`src/rtl/cache_ctrl_pkg.sv`:
```
// Shared definitions for the I/D cache miss controller: state encoding and
// line-geometry helpers.
package cache_ctrl_pkg;

  typedef enum logic [1:0] {
    IDLE       = 2'd0,
    WRITE_BACK = 2'd1,
    GAP        = 2'd2,
    FILL       = 2'd3
  } state_t;

  function automatic int off_w(input int words_per_line);
    return $clog2(words_per_line);
  endfunction

  function automatic int line_w(input int word_w, input int words_per_line);
    return word_w * words_per_line;
  endfunction

endpackage

```
`src/rtl/cache_word_merge.sv`:
```
// Replaces one word of a cache line with store data, selected by word offset.
module cache_word_merge #(
  parameter int WORD_W = 16,
  parameter int WORDS  = 4,
  parameter int OFF_W  = 2
) (
  input  logic [WORD_W*WORDS-1:0] line,
  input  logic [WORD_W-1:0]       word,
  input  logic [OFF_W-1:0]        offset,
  output logic [WORD_W*WORDS-1:0] merged
);

  for (genvar gi = 0; gi < WORDS; gi++) begin : g_word
    assign merged[gi*WORD_W +: WORD_W] =
      (offset == OFF_W'(gi)) ? word : line[gi*WORD_W +: WORD_W];
  end

endmodule

```
`src/rtl/cache_ctrl_param.sv`:
```
// Split I/D cache miss controller over one line-wide memory port, one miss at a time.
// Define CACHE_CTRL_STATS_EN to add saturating miss/write-back counters.
module cache_ctrl_param
  import cache_ctrl_pkg::*;
#(
  parameter int ADDR_W         = 16,
  parameter int WORD_W         = 16,
  parameter int WORDS_PER_LINE = 4,
  parameter int TAG_W          = 8,
  parameter int STREAK_MAX     = 3,
  localparam int OFF_W  = off_w(WORDS_PER_LINE),
  localparam int LINE_W = line_w(WORD_W, WORDS_PER_LINE),
  localparam int LA_W   = ADDR_W - OFF_W
) (
  input  logic              clk,
  input  logic              rst,
  input  logic              i_acc,
  input  logic              d_acc,
  input  logic              read,
  input  logic              write,
  input  logic              i_hit,
  input  logic              d_hit,
  input  logic              dirty,
  input  logic [ADDR_W-1:0] i_addr,
  input  logic [ADDR_W-1:0] d_addr,
  input  logic [WORD_W-1:0] wr_data,
  input  logic [TAG_W-1:0]  d_tag,
  input  logic [LINE_W-1:0] d_line,
  input  logic [LINE_W-1:0] m_line,
  input  logic              mem_rdy,
  output logic              i_we,
  output logic              d_we,
  output logic              d_dirt_in,
  output logic              m_re,
  output logic              m_we,
  output logic              rdy,
  output logic              busy,
  output logic [LINE_W-1:0] i_data,
  output logic [LINE_W-1:0] d_data,
  output logic [LINE_W-1:0] m_data,
  output logic [LA_W-1:0]   m_addr
`ifdef CACHE_CTRL_STATS_EN
  ,
  output logic [15:0]       i_miss_cnt,
  output logic [15:0]       d_miss_cnt,
  output logic [15:0]       wb_cnt
`endif
);

  localparam int IDX_W = LA_W - TAG_W;
  localparam int SW    = $clog2(STREAK_MAX + 1);

  state_t          state;
  logic            svc_d;
  logic [SW-1:0]   d_streak;
  logic [LA_W-1:0] fill_addr_reg;
  logic [LA_W-1:0] wb_addr_reg;

  logic dmiss, imiss, pick_i, pick_d;
  logic [LA_W-1:0]   i_line_addr, d_line_addr, wb_line_addr;
  logic [LINE_W-1:0] hit_merged, fill_merged;
  logic              unused_bits;

  assign dmiss        = d_acc & ~d_hit;
  assign imiss        = i_acc & ~i_hit;
  assign pick_i       = imiss & (~dmiss | (d_streak == SW'(STREAK_MAX)));
  assign pick_d       = dmiss & ~pick_i;
  assign i_line_addr  = i_addr[ADDR_W-1:OFF_W];
  assign d_line_addr  = d_addr[ADDR_W-1:OFF_W];
  assign wb_line_addr = {d_tag, d_addr[OFF_W+IDX_W-1:OFF_W]};
  assign unused_bits  = ^{read, i_addr[OFF_W-1:0]};

  cache_word_merge #(.WORD_W(WORD_W), .WORDS(WORDS_PER_LINE), .OFF_W(OFF_W)) u_hit_merge (
    .line(d_line), .word(wr_data), .offset(d_addr[OFF_W-1:0]), .merged(hit_merged)
  );

  cache_word_merge #(.WORD_W(WORD_W), .WORDS(WORDS_PER_LINE), .OFF_W(OFF_W)) u_fill_merge (
    .line(m_line), .word(wr_data), .offset(d_addr[OFF_W-1:0]), .merged(fill_merged)
  );

  always_ff @(posedge clk or posedge rst) begin
    if (rst) begin
      state         <= IDLE;
      svc_d         <= 1'b0;
      d_streak      <= '0;
      fill_addr_reg <= '0;
      wb_addr_reg   <= '0;
    end else begin
      case (state)
        IDLE: begin
          wb_addr_reg <= wb_line_addr;
          if (pick_i) begin
            svc_d         <= 1'b0;
            d_streak      <= '0;
            fill_addr_reg <= i_line_addr;
            state         <= FILL;
          end else if (pick_d) begin
            svc_d         <= 1'b1;
            fill_addr_reg <= d_line_addr;
            if (d_streak != SW'(STREAK_MAX)) d_streak <= d_streak + 1'b1;
            state <= dirty ? WRITE_BACK : FILL;
          end else if (!imiss) begin
            d_streak <= '0;
          end
        end
        WRITE_BACK: if (mem_rdy) state <= GAP;
        // GAP never looks at mem_rdy, so the write-back completion cannot end the fill.
        GAP:        state <= FILL;
        FILL:       if (mem_rdy) state <= IDLE;
        default:    state <= IDLE;
      endcase
    end
  end

  always_comb begin
    i_we      = 1'b0;
    d_we      = 1'b0;
    d_dirt_in = 1'b0;
    m_re      = 1'b0;
    m_we      = 1'b0;
    rdy       = 1'b0;
    busy      = 1'b0;
    i_data    = '0;
    d_data    = '0;
    m_data    = d_line;
    m_addr    = '0;
    if (!rst) begin
      busy = (state != IDLE);
      case (state)
        IDLE: begin
          if (pick_i) begin
            m_re   = 1'b1;
            m_addr = i_line_addr;
          end else if (pick_d) begin
            m_we   = dirty;
            m_re   = ~dirty;
            m_addr = dirty ? wb_line_addr : d_line_addr;
          end else begin
            rdy = 1'b1;
            if (write && d_acc) begin
              d_we      = 1'b1;
              d_dirt_in = 1'b1;
              d_data    = hit_merged;
            end
          end
        end
        WRITE_BACK: begin
          m_we   = 1'b1;
          m_addr = wb_addr_reg;
        end
        GAP: begin
          m_re   = 1'b1;
          m_addr = fill_addr_reg;
        end
        FILL: begin
          m_re   = 1'b1;
          m_addr = fill_addr_reg;
          // The side written is the one latched at pick time, not the live hit lines.
          if (mem_rdy) begin
            if (svc_d) begin
              d_we      = 1'b1;
              d_data    = write ? fill_merged : m_line;
              d_dirt_in = write;
            end else begin
              i_we   = 1'b1;
              i_data = m_line;
            end
          end
        end
        default: ;
      endcase
    end
  end

`ifdef CACHE_CTRL_STATS_EN
  always_ff @(posedge clk or posedge rst) begin
    if (rst) begin
      i_miss_cnt <= '0;
      d_miss_cnt <= '0;
      wb_cnt     <= '0;
    end else if (state == IDLE) begin
      if (pick_i && i_miss_cnt != 16'hFFFF) i_miss_cnt <= i_miss_cnt + 16'd1;
      if (pick_d && d_miss_cnt != 16'hFFFF) d_miss_cnt <= d_miss_cnt + 16'd1;
      if (pick_d && dirty && wb_cnt != 16'hFFFF) wb_cnt <= wb_cnt + 16'd1;
    end
  end
`endif

endmodule

```
`config.mk`:
```
export PLATFORM = sky130hd
export DESIGN_NAME = cache_ctrl_param
export DESIGN_NICKNAME = d
export VERILOG_FILES = /design/src/rtl/cache_ctrl_pkg.sv /design/src/rtl/cache_word_merge.sv /design/src/rtl/cache_ctrl_param.sv
export SDC_FILE = /design/constraint.sdc
export NUM_CORES = 1
export LEC_CHECK = 0
export ABC_AREA = 1
export BUFFER_PORTS_ARGS = -buffer_cell sky130_fd_sc_hd__clkbuf_2
export CAP_MARGIN = 5
export CORE_AREA = 2 2 156 158
export CTS_CLUSTER_DIAMETER = 30
export DETAILED_ROUTE_END_ITERATION = 10
export DIE_AREA = 0 0 158 160
export HOLD_SLACK_MARGIN = 0.06
export PLACE_DENSITY = 0.59
export SLEW_MARGIN = 20
export SYNTH_ARGS = -nofsm -noshare
export SYNTH_HDL_FRONTEND = slang
export SYNTH_HIERARCHICAL = 1
export SYNTH_SLANG_ARGS = --single-unit
```
`constraint.sdc`:
```
create_clock -name clk -period 2.7 [get_ports clk]
set_input_delay 0.405 -clock clk [delete_from_list [all_inputs] [get_ports clk]]
set_output_delay 0.405 -clock clk [all_outputs]
set_load 0.01 [all_outputs]
```
==> results of run 1 <==
[critical path, delay by kind of cell, from the launching register on]
kind / cells / cell delay [ns]
buffers and inverters: 3 / 0.55
flip-flops: 1 / 0.40
adder cells (fa/ha/maj): 1 / 0.22
AND/OR/NAND/NOR: 3 / 0.47
AO/OA/AOI/OAI: 1 / 0.24
[cells by family after synthesis]
| kind of cell | Yosys count | synth area share [%] |
|---|---|---|
| compound gates | 272 | 20.0 |
| buf+inv | 274 | 22.4 |
| fa+ha+maj | 6 | 1.08 |
| flops | 33 | 11.9 |
| simple gates | 715 | 44.6 |
[repair_timing]
| action | CTS | global route |
|---|---|---|
| hold buffers | 0 | 0 |
| buffers inserted | 0 | 0 |
| resized for setup | 0 | 3 |
| setup endpoints to repair | 0 | 35 |
[path summary, 6_finish.rpt]
check,startpoint,end,slack [ns],cells after the start
worst min register to register,wb_addr_reg[13],wb_addr_reg[13],0.48,2
min in group clk,d_addr[15],fill_addr_reg[13],0.34,3
worst max-delay path,d_streak[0],d_data[21],0.12,8
worst min-delay path,rst,d_streak[0],0.19,2
worst max register to register,d_streak[0],d_streak[1],0.79,8
max in group asynchronous,rst,fill_addr_reg[7],1.99,3
[synth_stat cells, drive strengths merged]
library cell	count	share of area, %
o21bai	2	0.22
inv	101	5.6
nor2	121	6.8
buf	147	15
o211ai	2	0.22
nand4	65	5.9
o31ai	1	0.11
a21boi	5	0.54
clkbuf	26	1.4
dfrtp	33	12
nand2	401	22
or2	2	0.18
o21ai	117	8.5
nand3	126	9.3
a21oi	145	10
ha	6	1.1
[cell type report]
cell class                      instances  area share [%]
Multi-Input combinational cell        993            52.1
Clock buffer                            7            1.63
Tap cell                              324            4.62
Sequential cell                        33            9.41
Clock inverter                          1           0.342
Timing Repair Buffer                  436            27.3
Inverter                              101            4.48
Antenna cell                            4           0.114
[per-stage QoR]
step | setup WS [ns] | power (uW)
2_1_floorplan | 0.237 | 2940
3_3_place_gp | 0.331 | 3950
3_5_place_dp | 0.326 | 4000
4_1_cts | 0.0537 | 4680
5_1_grt | 0.00222 | 5090
6_report | 0.120 | 4690
[placed cells by master, fill, tap and decap left out, drive strengths merged, types with 6 or more instances in the layout]
cell type / instances
nand4: 65
ha: 6
o21ai: 117
clkbuf: 408
buf: 35
nand2: 401
a21oi: 145
nand3: 126
nor2: 121
inv: 100
dfrtp: 33
[routing by layer]
layer	up-vias	wire length [um]
li1	4732	-
met2	542	15500
met5	-	0
met4	0	1210
met3	67	3550
met1	4442	13300
[where the power goes]
part	total (uW)	internal (uW)	leakage (uW)	switching [uW]
clock	671	461	0.0000841	211
sequential	871	736	0.000409	135
combinational	3150	1080	0.00457	2080
==> results_dict.tcl, run 1 <==
set metrics [dict create \
    p_per_area_nw_per_um2 535 \
    synth_nets 1500 \
    ctsRootBufferMaster "clkbuf_16" \
    totalNegativeSetupSlack_ns 0 \
    power_leakage_uw 0.00506 \
    path_class "register to output pin" \
    cp.required_ns 2.30 \
    fp.dieW_um 158 \
    dp_hpwl_mm 24.6 \
    syn_area_um2 6920 \
    grtUsageMet3_pct 4.83 \
    vias 9783 \
    grt.busiest_layer "met2" \
    whs_ns 0.187 \
    clock_sinks 33 \
    slew_violations 0 \
    yosysSeqAreaShare_pct 11.9 \
    ant_nets 0 \
    place_area_um2 8580 \
    grt_pass1_vias 8354 \
    path_cells "ha_1 -> inv_1 -> nand3_4 -> nand2_4 -> buf_4 -> nand4_1 -> a21oi_1 -> clkbuf_2" \
    fin_util_pct 36.8 \
    vdd_drop_max_v 0.000550 \
    worst_slew_pin_slew_ns 0.566 \
    fmax_mhz 388 \
    critPathArrivalTime_ns 2.17 \
    cp-end-kind "output pin" \
    stdcell_count 1899 \
    startpoint_type "register" \
    critPathSlowestCell "dfrtp_1" \
    grt_pass1_wl_mm 48.5 \
    relSlewSlack_pct 62.3 \
    ys_ff_latch 33 \
    clkSlewWorstSetupHoldPaths_ns 0.05 \
    gr-usage-met2_pct 39.7 \
    max_stage_delay_ns 0.40 \
    core_area_um2 23800 \
    design_area_um2 8770 \
    cts.htree.levels 2 \
    layout_min_cycle_time_ns 2.58 \
    finalCritPeriodShare_pct 95.5 \
    firstDrtPassIters 8 \
    synth.distinct_cells 27 \
    clk-insertion-delay-late_ns 0.28 \
    grt_usage_pct 24.6 \
    detail_route.wl_per_cell_um 17.7 \
    drive_gt1_share_pct 29.9 \
    die_area_um2 25300 \
    drc 0 \
    drtIter0Drc 1039 \
    vias_per_cell 5.15 \
    cts-buffers-inserted 5 \
    port_buffers 403 \
    cts_tree "done" \
    ioPinCount 407 \
    hold_class "input port to async pin" \
    setup_viol 0 \
    syn_inst 1300 \
    use_met1_pct 32.0 \
    register_area_um2 826 \
    skew_ns 0.00269 \
    status "finished, final reports clean" \
    drv_cap 0 \
    die_y_um 160 \
    dp_cells 1887 \
    placementRows 57 \
    nNetsFinal 1770 \
    gp_congestion 0.918 \
    wl_mm 33.6 \
    clockBufferDepth 2 \
    syn_avg_cell_area_um2 5.33 \
    critPathMaxFanout 21 \
    multi_input_area_um2 4570 \
    area_delta_synth_final_pct 26.7 \
    antenna_found_initial 4 \
    hold_viol_final 0 \
    start_util_pct 29.1 \
    grt_max_degree 87 \
    rsz0062_at_grt "false" \
    num-fill-cells 2767 \
    grt.overflow.total 0 \
    yosysWarnings 6 \
]
Power figures use the tool's default switching activity.
==> run 2, diff against run 1 <==
--- a/config.mk
+++ b/config.mk
@@ -14,6 +14,7 @@
 export DIE_AREA = 0 0 158 160
 export HOLD_SLACK_MARGIN = 0.06
 export PLACE_DENSITY = 0.59
+export RECOVER_POWER = 100
 export SLEW_MARGIN = 20
 export SYNTH_ARGS = -nofsm -noshare
 export SYNTH_HDL_FRONTEND = slang
==> run 2 against run 1 <==
Net effect:
- global-route usage stayed put
- largest power group unchanged
- register-to-register slack worse by 0.32 ns
- sequential share of layout area is 0.29 points higher
- first-iteration DRC count is 5.7% higher
- clock skew hardly changed
- core utilization is 1.1 points lower
- setup slack worse by 0.0075 ns
- sequential power hardly changed
- cell count stayed put
- critical endpoint is now d_data[17]
==> results_dict.tcl, run 2 (same netlist as run 1, synthesis figures left out) <==
set metrics [dict create \
    status "finished, final reports clean" \
    r2r-start "d_streak[0]" \
    clkSlewWorstSetupHoldPaths_ns 0.05 \
    vias_per_cell 5.16 \
    drive_gt1_share_pct 17.6 \
    cp-end-kind "output pin" \
    ctsRootBufferMaster "clkbuf_16" \
    die_y_um 160 \
    totalNegativeSetupSlack_ns 0 \
    cts_tree "done" \
    critPathArrivalTime_ns 2.18 \
    cts.htree.levels 2 \
    vdd_drop_max_v 0.000548 \
    die_area_um2 25300 \
    fmax_mhz 387 \
    r2r_setup_slack_ns 0.47 \
    r2r-end "d_streak[1]" \
    start_util_pct 29.1 \
    grt.overflow.total 0 \
    clk-insertion-delay-late_ns 0.28 \
    nNetsFinal 1770 \
    path_class "register to output pin" \
    power_leakage_uw 0.00443 \
    drtIter0Drc 1098 \
    hold_class "input port to async pin" \
    grt_pass1_wl_mm 48.5 \
    r2r_cells 8 \
    layout_min_cycle_time_ns 2.59 \
    skew_ns 0.00307 \
    clockBufferDepth 2 \
    vias 9803 \
    drv_cap 0 \
    mostFrequentLayoutCell "nand2_1" \
    drc 0 \
    grt_usage_pct 24.6 \
    port_buffers 403 \
    cts_setup_buffers 0 \
    ant_nets 0 \
    slew_violations 0 \
    dp_hpwl_mm 24.6 \
    fp.dieW_um 158 \
    mostFrequentLayoutCells "nand2_1, clkbuf_2, clkbuf_1, a21oi_1, nand3_1" \
    relSlewSlack_pct 47.5 \
    fin_ws_ns 0.113 \
    detail_route.wl_per_cell_um 17.8 \
    rsz0062_at_grt "false" \
    ioPinCount 407 \
    post-place-ws_ns 0.326 \
    gp_congestion 0.918 \
    antenna_found_initial 4 \
    wl_mm 33.8 \
    worst_slew_pin_slew_ns 0.787 \
    whs_ns 0.224 \
    cp.required_ns 2.30 \
    critPathMaxFanout 24 \
    finalCritPeriodShare_pct 95.8 \
    grt_max_degree 87 \
    area_delta_synth_final_pct 22.9 \
    placementRows 57 \
    hold_viol_final 0 \
    cts-buffers-inserted 5 \
    firstDrtPassIters 6 \
    p_per_area_nw_per_um2 541 \
    clock_sinks 33 \
    grt_pass1_vias 8354 \
    setup_viol 0 \
    core_area_um2 23800 \
    startpoint_type "register" \
]
## run 2: cell types whose count changed in the layout (fill, tap and decap cells not counted), sizes merged
cell | before | now
clkbuf | 408 | 412
buf | 35 | 31
## run 2: area by class of cell
class | count | area (um2)
clock inverter | 1 | 30.0
fill | 2892 | 15300
inverter | 101 | 393
clock buffer | 7 | 143
antenna | 4 | 10.0
tap | 324 | 405
multi-input combinational | 993 | 4570
timing repair buffer | 436 | 2130
sequential | 33 | 826
## run 2: report_power, final
part / switching, uW / internal (uW)
Combinational: 2070 / 988
Clock: 210 / 461
Sequential: 134 / 736
Total: 2410 / 2190
## run 2: worst max-delay path by stage
| stage | from | to | slack, ns | cells past startpoint |
|---|---|---|---|---|
| detailed placement | d_addr[0] | d_data[17] | 0.33 | 8 |
| global placement | d_addr[0] | d_data[17] | 0.33 | 8 |
| finish | state[0] | d_data[17] | 0.11 | 6 |
| global route | state[0] | d_data[35] | 0.005 | 7 |
| floorplan | rst | m_addr[10] | 0.24 | 4 |
| CTS | d_streak[0] | m_addr[0] | 0.05 | 9 |
## run 2: routing by layer
metal / share of wire [%] / global-route usage, % / routed length, um
met1: 40 / 32.0 / 13500
met2: 46 / 39.7 / 15500
met3: 10 / 4.83 / 3530
met4: 3.9 / 9.75 / 1330
met5: 0 / 0 / 0
## run 2: critical path, cell delays in order (launching register included)
cell	delay, ns
dfrtp_1	0.42
inv_1	0.15
ha_4	0.38
buf_6	0.28
nand4_1	0.12
a21oi_1	0.34
clkbuf_2	0.21
## run 2: through the flow
| stage | total power [uW] | util (%) | instances | area [um2] |
|---|---|---|---|---|
| after global routing | 5000 | 35.7 | 1898 | 8500 |
| after floorplan | 2940 | - | 1300 | 6920 |
| after CTS | 4680 | 36.8 | 1895 | 8750 |
| final | 4600 | 35.7 | 1899 | 8510 |
| after detailed placement | 4000 | 36.0 | 1887 | 8580 |
| after global placement | 3950 | 36.0 | 1887 | 8580 |
## run 2: timing repair
| item | 4_1_cts | 5_1_grt |
|---|---|---|
| hold buffers | 0 | 0 |
| gates resized for setup | 0 | 3 |
| endpoints found under the hold margin | 0 | 0 |
| setup endpoints to repair | 0 | 35 |
==> run 3, diff against run 2 <==
--- a/config.mk
+++ b/config.mk
@@ -9,6 +9,7 @@
 export BUFFER_PORTS_ARGS = -buffer_cell sky130_fd_sc_hd__clkbuf_2
 export CAP_MARGIN = 5
 export CORE_AREA = 2 2 156 158
+export CTS_BUF_LIST = sky130_fd_sc_hd__clkbuf_4
 export CTS_CLUSTER_DIAMETER = 30
 export DETAILED_ROUTE_END_ITERATION = 10
 export DIE_AREA = 0 0 158 160
==> run 3 against run 2 <==
Net effect:
- global-route usage did not move
- sequential share of layout area rose by 0.068 points
- flip-flop and latch count did not move
- via count fell by 0.42%
- register-to-register slack improved by 0.14 ns
- worst hold slack got worse by 0.062 ns
- setup slack improved by 0.035 ns
- critical path depth rose by 2
- clock power fell by 42%
- critical endpoint is now d_data[21]
==> results_dict.tcl, run 3 (same netlist as run 1, synthesis figures left out) <==
set metrics [dict create \
    port_buffers 403 \
    route.met2.wl_mm 15.4 \
    critPathArrivalTime_ns 2.15 \
    fmax_mhz 392 \
    clkSlewWorstSetupHoldPaths_ns 0.11 \
    drv_cap 0 \
    holdBufCountCts 0 \
    hold_viol_final 0 \
    ctsRootBufferMaster "clkbuf_4" \
    vias_per_cell 5.14 \
    setup_viol 0 \
    detail_route.wl_per_cell_um 17.8 \
    wl_met1_mm 13.4 \
    cp.required_ns 2.30 \
    clock_sinks 33 \
    top_layer "met4" \
    grt_usage_pct 24.6 \
    grt_max_degree 87 \
    relSlewSlack_pct 46.5 \
    status "finished, final reports clean" \
    dp_hpwl_mm 24.6 \
    post-place-ws_ns 0.326 \
    cp-end-kind "output pin" \
    drive_gt1_share_pct 18.4 \
    layout_min_cycle_time_ns 2.55 \
    drtIter0Drc 1199 \
    drc 0 \
    die_area_um2 25300 \
    wl_mm 33.8 \
    placementRows 57 \
    clockBufferDepth 2 \
    clk-insertion-delay-late_ns 0.35 \
    p_per_area_nw_per_um2 513 \
    hold_class "input port to async pin" \
    finalCritPeriodShare_pct 94.5 \
    startpoint_type "register" \
    grt_pass1_vias 8346 \
    nNetsFinal 1771 \
    gp_congestion 0.918 \
    worst_slew_pin_slew_ns 0.803 \
    firstDrtPassIters 6 \
    path_class "register to output pin" \
    mostFrequentLayoutCells "nand2_1, clkbuf_2, clkbuf_1, a21oi_1, nand3_1" \
    skew_ns 0.00660 \
    antenna_found_initial 4 \
    start_util_pct 29.1 \
    grt.overflow.total 0 \
    cts.htree.levels 2 \
    power_leakage_uw 0.00442 \
    vdd_drop_max_v 0.000484 \
    vias 9762 \
    ant_nets 0 \
    ioPinCount 407 \
    critPathMaxFanout 21 \
    mostFrequentLayoutCell "nand2_1" \
    die_y_um 160 \
    area_delta_synth_final_pct 22.0 \
    totalNegativeSetupSlack_ns 0 \
    fp.dieW_um 158 \
    core_area_um2 23800 \
    slew_violations 0 \
    cts-buffers-inserted 5 \
    rsz0062_at_grt "false" \
    fin_ws_ns 0.148 \
    cts_tree "done" \
    grt_pass1_wl_mm 48.5 \
    route.met3.wl_mm 3.53 \
]
==> run 3: cell count changes in the layout (fill, tap and decap cells not counted), sizes merged <==
| cell | before | now |
|---|---|---|
| clkbuf | 412 | 409 |
| buf | 31 | 34 |
| clkinv | 1 | 2 |
==> run 3: routing by layer <==
layer	track usage, %	vias to the layer above
met5	0	-
met4	9.87	0
met3	4.83	87
met2	39.7	545
met1	32.0	4400
li1	-	4730
==> run 3: what timing repair did <==
item                       CTS  global route
pin swaps                    0             1
gates resized for setup      2             5
setup endpoints to repair   20            36
buffers inserted             0             1
cloned                       0             0
==> run 3: final timing paths <==
check	endpoint	cells after the start	startpoint	slack, ns
setup / recovery	d_data[21]	8	d_streak[0]	0.15
min in group clk	fill_addr_reg[13]	3	d_addr[15]	0.27
hold / removal	state[0]	2	rst	0.16
max in group asynchronous	fill_addr_reg[7]	3	rst	2.02
setup reg to reg	d_streak[1]	8	d_streak[0]	0.61
hold reg to reg	fill_addr_reg[1]	2	fill_addr_reg[1]	0.49
==> run 3: worst max-delay path, cell delays in order, from the launching register on <==
cell and delay, ns:
dfrtp_1 0.42, ha_1 0.22, inv_1 0.11, nand3_4 0.12, nand2_8 0.19, buf_4 0.22
nand4_1 0.09, a21oi_1 0.23, clkbuf_1 0.19
==> run 3: power breakdown <==
part           leakage (uW)  switching, uW  internal [uW]
sequential         0.000409            134            732
combinational       0.00397           2080           1000
clock             0.0000433            183            203
==> run 3: stage by stage <==
stage               cell area [um2]  total power (uW)  cells  hold WS (ns)  util, %
finish                         8450              4340   1900         0.161     35.5
global route                   8450              4750   1899         0.192     35.5
CTS                            8670              4390   1895        0.0993     36.4
detailed placement             8580              4000   1887         0.465     36.0
global placement               8580              3950   1887         0.454     36.0
floorplan                      6920              2940   1300         0.442        -
==> run 3: area by class of cell <==
class	instances	area (um2)
multi-input combinational	993	4590
sequential	33	826
fill	2890	15400
timing repair buffer	437	2150
inverter	101	395
tap	324	405
clock inverter	2	33.8
clock buffer	6	45.0
antenna	4	10.0
